==> src/rtl/serial_feeder.sv <==
// Parallel-to-serial stage feeding the downstream sequence detector.
// Words are loaded when ready is high and shifted out one bit per cycle; back-to-back loads leave no gap.
module serial_feeder #(
    parameter int WIDTH     = 8,
    parameter bit MSB_FIRST = 1'b1
) (
    input  logic             clk,
    input  logic             reset,
    input  logic [WIDTH-1:0] din,
    input  logic             load,
    output logic             ready,
    output logic             x,
    output logic             xvalid,
    output logic             last,
    output logic [7:0]       words
);

    localparam int CW = (WIDTH > 1) ? $clog2(WIDTH) : 1;

    typedef enum logic {
        IDLE  = 1'b0,
        SHIFT = 1'b1
    } state_t;

    state_t           state;
    state_t           state_next;
    logic [WIDTH-1:0] sreg;
    logic [WIDTH-1:0] sreg_next;
    logic [WIDTH-1:0] sreg_shifted;
    logic [CW-1:0]    cnt;
    logic [CW-1:0]    cnt_next;
    logic [7:0]       words_next;
    logic             out_bit;
    logic             cnt_zero;

    always_ff @(posedge clk) begin
        if (!reset) begin
            state <= IDLE;
            sreg  <= '0;
            cnt   <= '0;
            words <= '0;
        end else begin
            state <= state_next;
            sreg  <= sreg_next;
            cnt   <= cnt_next;
            words <= words_next;
        end
    end

    assign cnt_zero     = (cnt == '0);
    assign out_bit      = MSB_FIRST ? sreg[WIDTH-1] : sreg[0];
    assign sreg_shifted = MSB_FIRST ? {sreg[WIDTH-2:0], 1'b0} : {1'b0, sreg[WIDTH-1:1]};

    // The final bit of a word doubles as the load window, so a new word can follow with no gap.
    always_comb begin
        state_next = state;
        sreg_next  = sreg;
        cnt_next   = cnt;
        words_next = words;
        case (state)
            IDLE: begin
                if (load) begin
                    sreg_next  = din;
                    cnt_next   = CW'(WIDTH - 1);
                    state_next = SHIFT;
                end
            end
            SHIFT: begin
                if (!cnt_zero) begin
                    sreg_next = sreg_shifted;
                    cnt_next  = cnt - 1'b1;
                end else begin
                    words_next = words + 8'd1;
                    if (load) begin
                        sreg_next = din;
                        cnt_next  = CW'(WIDTH - 1);
                    end else begin
                        state_next = IDLE;
                    end
                end
            end
            default: begin
                state_next = IDLE;
            end
        endcase
    end

    always_comb begin
        ready  = 1'b1;
        x      = 1'b0;
        xvalid = 1'b0;
        last   = 1'b0;
        if (state == SHIFT) begin
            xvalid = 1'b1;
            x      = out_bit;
            last   = cnt_zero;
            ready  = cnt_zero;
        end
    end

endmodule

==> config.mk <==
export PLATFORM = sky130hd
export DESIGN_NAME = serial_feeder
export DESIGN_NICKNAME = d
export VERILOG_FILES = /design/src/rtl/serial_feeder.sv
export SDC_FILE = /design/constraint.sdc
export NUM_CORES = 1
export LEC_CHECK = 0
export ABC_AREA = 1
export CAP_MARGIN = 20
export CORE_ASPECT_RATIO = 1.4
export CORE_MARGIN = 8
export CORE_UTILIZATION = 47
export DETAILED_ROUTE_END_ITERATION = 16
export PLACE_DENSITY = 0.76
export RECOVER_POWER = 50
export SYNTH_ARGS = -nofsm -noshare
export SYNTH_HDL_FRONTEND = slang
export SYNTH_SLANG_ARGS = --single-unit
==> constraint.sdc <==
create_clock -name clk -period 1.3 [get_ports clk]
set_input_delay 0.195 -clock clk [delete_from_list [all_inputs] [get_ports clk]]
set_output_delay 0.195 -clock clk [all_outputs]
set_load 0.005 [all_outputs]
======== Yosys cells after proc, flatten, opt, wreduce, memory -nomap -nowiden ========
Cells that the tools add are included.
storage, ports and cells
  output and inout bits ................... 12
  word-level logic and storage cells ...... 22
  flip-flop bits (word level) ............. 20
cells by class
  reductions and logical operators ........ 2
  multiplexer cells ....................... 13
  bitwise logic cells ..................... 1
  $add $sub $neg .......................... 2
operator list
  kind                                              number
  two-way mux 8 bit                                 2
  one-hot mux 8 bit (2 select lines)                1
  adder 8 x 1 -> 8 bit, second input constant       1
  two-way mux 1 bit                                 6
  two-way mux 3 bit                                 2
  one-hot mux 3 bit (2 select lines)                1
  logical NOT 3 bit                                 1
  subtractor 3 x 1 -> 3 bit, second input constant  1
  one-hot mux 1 bit (2 select lines)                1
  AND reduction 2 bit                               1
  inverter 1 bit                                    1

======== Logic depth before layout (Yosys ltp) ========
Gate-level depths: netlist of the first run.
  word-level depth ........................ 3
  depth in mapped cells ................... 8
  mapped depth without buffers ............ 8

======== Worst setup path after synthesis of the first run ========
OpenSTA, ideal clock, no wires.
  path kind ............................... reg-to-reg
  from .................................... register cnt[0]
  to ...................................... register cnt[2]
  required time ........................... 1.184 ns
  slack ................................... 0.131 ns
  setup time .............................. 0.116 ns
  arrival time ............................ 1.053 ns
  stages on the path, launching flop included .. 8
  buffers on the path ..................... 1
  cell sequence ........................... dfxtp_1 inv_1 ha_1 nand2_2 nand2_2 buf_6 o21ai_0 nor2_1
on the way
  word-level cells in the longest chain between the ends .. 3
  elaborated cells on any way between the ends .. 4
ends and longest elaborated chain
  what                                                            RTL line  text
  start, declared                                                 30        logic [CW-1:0] cnt;
  start signal, assigned                                          45        cnt <= cnt_next;
  subtractor 3 x 1 -> 3 bit or logical NOT 3 bit (tied branches)  71, 50
  two-way mux 3 bit *                                             69        if (!cnt_zero) begin
  one-hot mux 3 bit (2 select lines) *                            60        case (state)
Mark *: on every way between the ends. The rest lies on a longest branch, timed or not.
A chain may end at the register's enable or synchronous reset.

======== Worst setup path in the final report of the first run ========
  from .................................... register cnt[1]
  to ...................................... output last
on the way
  word-level cells in the longest chain between the ends .. 2
ends and longest elaborated chain
  what               RTL line  text
  logical NOT 3 bit  50        assign cnt_zero = (cnt == '0);
  two-way mux 1 bit  93        if (state == SHIFT) begin
  end, declared      14        output logic last,
Every way passes these cells.

==> flow_summary.json, run 1 <==
{
  "outcome": "finished, violations left",
  "violations": "setup timing",
  "yosysWarnings": 0,
  "cp-start-kind": "flop",
  "arrival_ns": 1.12,
  "drv_slew": 0,
  "syn-mean-instance-area_um2": 7.16,
  "rsz0062_at_grt": "yes",
  "pwr_density_cell_mw_per_mm2": 921,
  "netlist_instances": 132,
  "die_area_mm2": 0.00372,
  "cap_violations": 0,
  "synth_nets": 146,
  "setup_ws_ns": -0.0178,
  "synth_area_leaders": "dfxtp_1 (42%), nand2_1 (14%), nor2_1 (9.5%)",
  "antenna_found_initial": 0,
  "yosysTopAreaCell": "dfxtp_1",
  "die_w_um": 53.9,
  "drt_iter0_drc": 21,
  "num-fill-cells": 170,
  "gp_congestion": 0.786,
  "num_io_pins": 23,
  "min_path_type": "reg -> reg",
  "avgRoutedWirePerCell_um": 12.3,
  "reg2reg_depth": 8,
  "htreeDepth": 1,
  "cts_tree": "yes",
  "area_growth_pct": 44.6,
  "fmax_mhz": 759,
  "final_util_pct": 71.0,
  "relSlewSlack_pct": 85.9,
  "path_max_fanout": 2,
  "grt_max_degree": 12,
  "syn-cell-area_um2": 945,
  "ys_ff_latch": 20,
  "grt_pass1_vias": 980,
  "finalHoldViolations": 0,
  "end_kind": "output port",
  "cts_sinks": 20,
  "via_per_inst": 5.15,
  "die_y_um": 69.0,
  "r2r_slack_ns": 0.04,
  "whs_path_depth": 2,
  "overflow": 0,
  "ys_types": 19,
  "clk_latency_ns": 0.30,
  "finClkSkew_ns": 0.00175,
  "cts_max_path_buffers": 2,
  "grt_pass1_wl_mm": 3.87,
  "cp.required_ns": 1.11,
  "ir_worst_vdd_mv": 0.588,
  "regArea_um2": 415,
  "nets": 187,
  "diodes": 0,
  "clkTransAtPathRegs_ns": 0.11,
  "num_vias": 989,
  "numCtsBuffers": 3,
  "synth-seq-area-share_pct": 42.4,
  "rows": 19,
  "leakagePower_uw": 0.000676,
  "first_pass_iters": 4,
  "finalWirelength_mm": 2.36,
  "post-place-ws_ns": -0.186,
  "multi_input_area_um2": 499,
  "drive_gt1_share_pct": 26.3,
  "cts_root_buf": "clkbuf_4",
  "min_period_ns": 1.32,
  "drt.antenna.violating_nets": 0,
  "synth.top_cell.area_share_pct": 42.4,
  "finalSetupViolCount": 2,
  "tightestPinTransition_ns": 0.209,
  "portBuffers": 22,
  "dp_hpwl_mm": 1.71,
  "drc_errors": 0,
  "crit_type": "reg -> out",
  "fin_crit_sh_pct": 101,
  "grt_usage_pct": 13.2,
  "start_util_pct": 49.1,
  "coreArea_mm2": 0.00193
}
==> routing by layer <==
layer / part of all wire, % / vias to the layer above / global-route usage [%]
met5: 0 / - / 0
li1: - / 496 / -
met2: 52 / 30 / 22.5
met4: 4.8 / 0 / 10.4
met1: 37 / 451 / 12.4
met3: 5.9 / 12 / 3.00
==> flip-flops by register name, indices dropped and copies added (netlist names) <==
| name | cells |
|---|---|
| state | 1 |
| words | 8 |
| cnt | 3 |
| sreg | 8 |
==> layout by cell type (no fill, tap or decap), types with 2 or more instances in the layout <==
master / n
inv_4: 2
dlygate4sd2_1: 10
dfxtp_1: 12
dfxtp_4: 2
nand2_1: 35
o21ai_0: 8
nor2_4: 2
nand3_2: 3
xor2_1: 3
nand2_2: 2
inv_2: 3
inv_1: 8
dfxtp_2: 6
clkbuf_4: 3
buf_4: 14
nand3_1: 4
buf_6: 5
a21oi_1: 9
nor2_1: 24
clkdlybuf4s50_1: 10
==> worst paths after layout <==
| kind | endpoint | start |
|---|---|---|
| setup / recovery | last | cnt[1] |
| hold / removal | sreg[7] | sreg[6] |
| setup reg to reg | words[5] | cnt[1] |
| hold reg to reg | sreg[7] | sreg[6] |
==> through the flow <==
step / hold WS [ns] / total power [uW] / std cells / TNS [ns] / instance area (um2)
floorplan: 0.318 / 836 / 132 / 0 / 945
global placement: 0.440 / 937 / 180 / -0.234 / 1230
detailed placement: 0.444 / 947 / 180 / -0.409 / 1230
CTS: 0.454 / 1250 / 191 / -0.00250 / 1340
global route: 0.493 / 1330 / 192 / -0.125 / 1370
finish: 0.452 / 1260 / 192 / -0.0255 / 1370
==> where the power goes <==
group,total [uW],leakage (uW),internal [uW],switching (uW)
clock,293,0.0000138,108,184
combinational,290,0.000495,145,145
sequential,677,0.000168,654,22.6
total,1260,0.000676,907,352
==> synthesized netlist by cell type (all sizes together) <==
cell    n
o21ai   8
nor2   26
xor2    3
a21oi   9
inv    13
nor4    1
nand3   8
nand2  37
nor3    1
ha      3
buf     3
dfxtp  20
==> critical path: stages (launching register included) <==
cell and delay [ns]:
dfxtp_2 0.34, inv_2 0.08, ha_4 0.16, nand3_4 0.09, inv_4 0.07, buf_6 0.09
==> kinds of logic after synthesis <==
| family | after synthesis | synth area share, % |
|---|---|---|
| adders and majority gates | 3 | 3.97 |
| AOI/OAI and AO/OA | 17 | 9.01 |
| DFF | 20 | 42.4 |
| buffers and inverters | 16 | 7.42 |
| xor gates and xnor gates | 3 | 2.78 |
| and+or+nand+nor | 73 | 34.4 |
==> area by class of cell <==
cell class,count,share of cell area [%]
Clock buffer,3,1.65
Inverter,13,3.94
Multi-Input combinational cell,96,36.5
Sequential cell,20,30.4
Tap cell,21,1.92
Timing Repair Buffer,39,25.5
==> what timing repair did <==
item / 4_1_cts / 5_1_grt
buffers inserted: 8 / 1
gates cloned: 0 / 0
setup endpoints to repair: 20 / 10
pin swaps: 0 / 5
hold buffers: 0 / 0
gates resized for setup: 40 / 7
Power figures use the tool's default switching activity.
==> run 2: changes to the inputs <==
- CORE_UTILIZATION: 47 -> 51
- PLACE_DENSITY: 0.76 -> 0.82
- clock period: 1.3 -> 1.7 ns (I/O delays scaled with it)
==> flow_summary.json, run 2 (synthesized netlist as in run 1, its figures left out) <==
{
  "outcome": "complete, no violations",
  "via_per_inst": 5.00,
  "tightestPinTransition_ns": 0.374,
  "overflow": 0,
  "path_max_fanout": 4,
  "mostFrequentLayoutCell": "nand2_1",
  "relSlewSlack_pct": 75.0,
  "rows": 18,
  "cts_tree": "yes",
  "htreeDepth": 1,
  "cp-start-kind": "flop",
  "finClkSkew_ns": 0.00784,
  "grt_max_degree": 12,
  "grt_busiest_layer": "met2",
  "crit_chain": "nand2_1 -> inv_1 -> clkdlybuf4s50_1",
  "pwr_density_cell_mw_per_mm2": 800,
  "cts_sinks": 20,
  "first_pass_iters": 4,
  "finalWirelength_mm": 2.17,
  "area_growth_pct": 30.6,
  "gp_congestion": 0.781,
  "min_path_type": "reg -> reg",
  "clkTransAtPathRegs_ns": 0.12,
  "critical-path-max-stage-delay_ns": 0.49,
  "end_kind": "output port",
  "post-place-ws_ns": 0.138,
  "crit_start": "state",
  "setup_tns_ns": 0,
  "num_vias": 900,
  "diodes": 0,
  "dp_hpwl_mm": 1.69,
  "grtUsageMet2_pct": 24.7,
  "coreArea_mm2": 0.00176,
  "crit_end": "x",
  "rsz0062_at_grt": "no",
  "grt_use_met1_pct": 13.7,
  "die_w_um": 52.4,
  "nets": 175,
  "leakagePower_uw": 0.000571,
  "grt_pass1_vias": 957,
  "setup_ws_ns": 0.0749,
  "fmax_mhz": 615,
  "path_buf_inv": 2,
  "num_io_pins": 23,
  "grt_usage_pct": 13.7,
  "fin_crit_sh_pct": 95.6,
  "drive_gt1_share_pct": 8.75,
  "start_util_pct": 53.8,
  "drv_slew": 0,
  "min_period_ns": 1.63,
  "worst-path-stages": 3,
  "r2r_slack_ns": 0.18,
  "portBuffers": 22,
  "crit_type": "reg -> out",
  "cp_slowest_cell": "clkdlybuf4s50_1",
  "arrival_ns": 1.37,
  "reg_top3": "sreg (8), words (8), cnt (3)",
  "antenna_found_initial": 0,
  "layout_common_cells": "nand2_1 (37), nor2_1 (26), dfxtp_1 (20), clkdlybuf4s50_1 (20), inv_1 (11)",
  "final_util_pct": 70.2,
  "met3_usage_pct": 2.45,
  "grt_pass1_wl_mm": 3.77,
  "cts_root_buf": "clkbuf_4",
  "numCtsBuffers": 3,
  "crit_family": "buffers and inverters",
  "die_area_mm2": 0.00350,
  "finalSetupViolCount": 0,
  "die_y_um": 66.9,
  "r2r-end": "words[5]",
  "cap_violations": 0,
  "finalHoldViolations": 0,
  "drt_iter0_drc": 16,
  "rr_startpoint": "cnt[0]",
  "reg2reg_depth": 8,
  "avgRoutedWirePerCell_um": 12.0,
  "cts_max_path_buffers": 2,
  "cp.required_ns": 1.44,
  "ir_worst_vdd_mv": 0.654,
  "drt.antenna.violating_nets": 0,
  "drc_errors": 0,
  "clk_latency_ns": 0.31
}
-- run 2: changes by cell type in the layout (fill, tap and decap cells not counted), moves of 5 or more --
cell,previous run,this run
buf_6,5,0
clkdlybuf4s50_1,10,20
buf_4,14,4
dlygate4sd2_1,10,2
dfxtp_2,6,0
dfxtp_1,12,20
-- run 2: tightest hold or removal path: stages, from the launching register on --
cell and delay (ns):
dfxtp_1 0.31, inv_1 0.05, a21oi_1 0.05
-- run 2: power by group --
part	switching (uW)	internal (uW)	total (uW)	leakage [uW]
Combinational	94.8	87.1	182	0.000386
Clock	155	131	286	0.0000210
Sequential	19.0	500	519	0.000164
-- run 2: area by class of cell --
cell class | instances | area (um2)
clock buffers | 4 | 36.3
repair buffers | 27 | 251
flip-flops and latches | 20 | 400
inverters | 13 | 48.8
multi-input cells | 96 | 472
well taps | 20 | 25.0
fillers | 152 | 523
-- run 2: timing repair --
action                                  in CTS  in global routing
gates resized for setup                      6                  0
endpoints found under the setup margin       2                  0
buffers inserted                             0                  0
endpoints found under the hold margin        0                  0
hold buffers                                 0                  0
-- run 2: routing by layer --
metal | vias to the layer above | wire [um]
met5 | - | 0
met3 | 5 | 122
li1 | 468 | -
met4 | 0 | 54
met2 | 23 | 1110
met1 | 404 | 882
-- run 2: per-stage QoR --
stage / hold WS [ns] / instance area [um2] / power, uW / std cells
detailed placement: 0.435 / 1210 / 714 / 176
global placement: 0.436 / 1210 / 705 / 176
finish: 0.451 / 1230 / 987 / 180
global route: 0.495 / 1230 / 1030 / 180
floorplan: 0.378 / 945 / 639 / 132
CTS: 0.451 / 1250 / 1010 / 180
-- run 2: how the worst min path moves through the flow --
stage,slack (ns),to,startpoint,cells after the start
after detailed placement,0.43,sreg[7],sreg[6],2
final,0.45,sreg[7],sreg[6],2
after global placement,0.44,sreg[7],sreg[6],2
after floorplan,0.38,cnt[1],reset,2
after CTS,0.45,sreg[7],sreg[6],2
after global routing,0.49,sreg[7],sreg[6],2
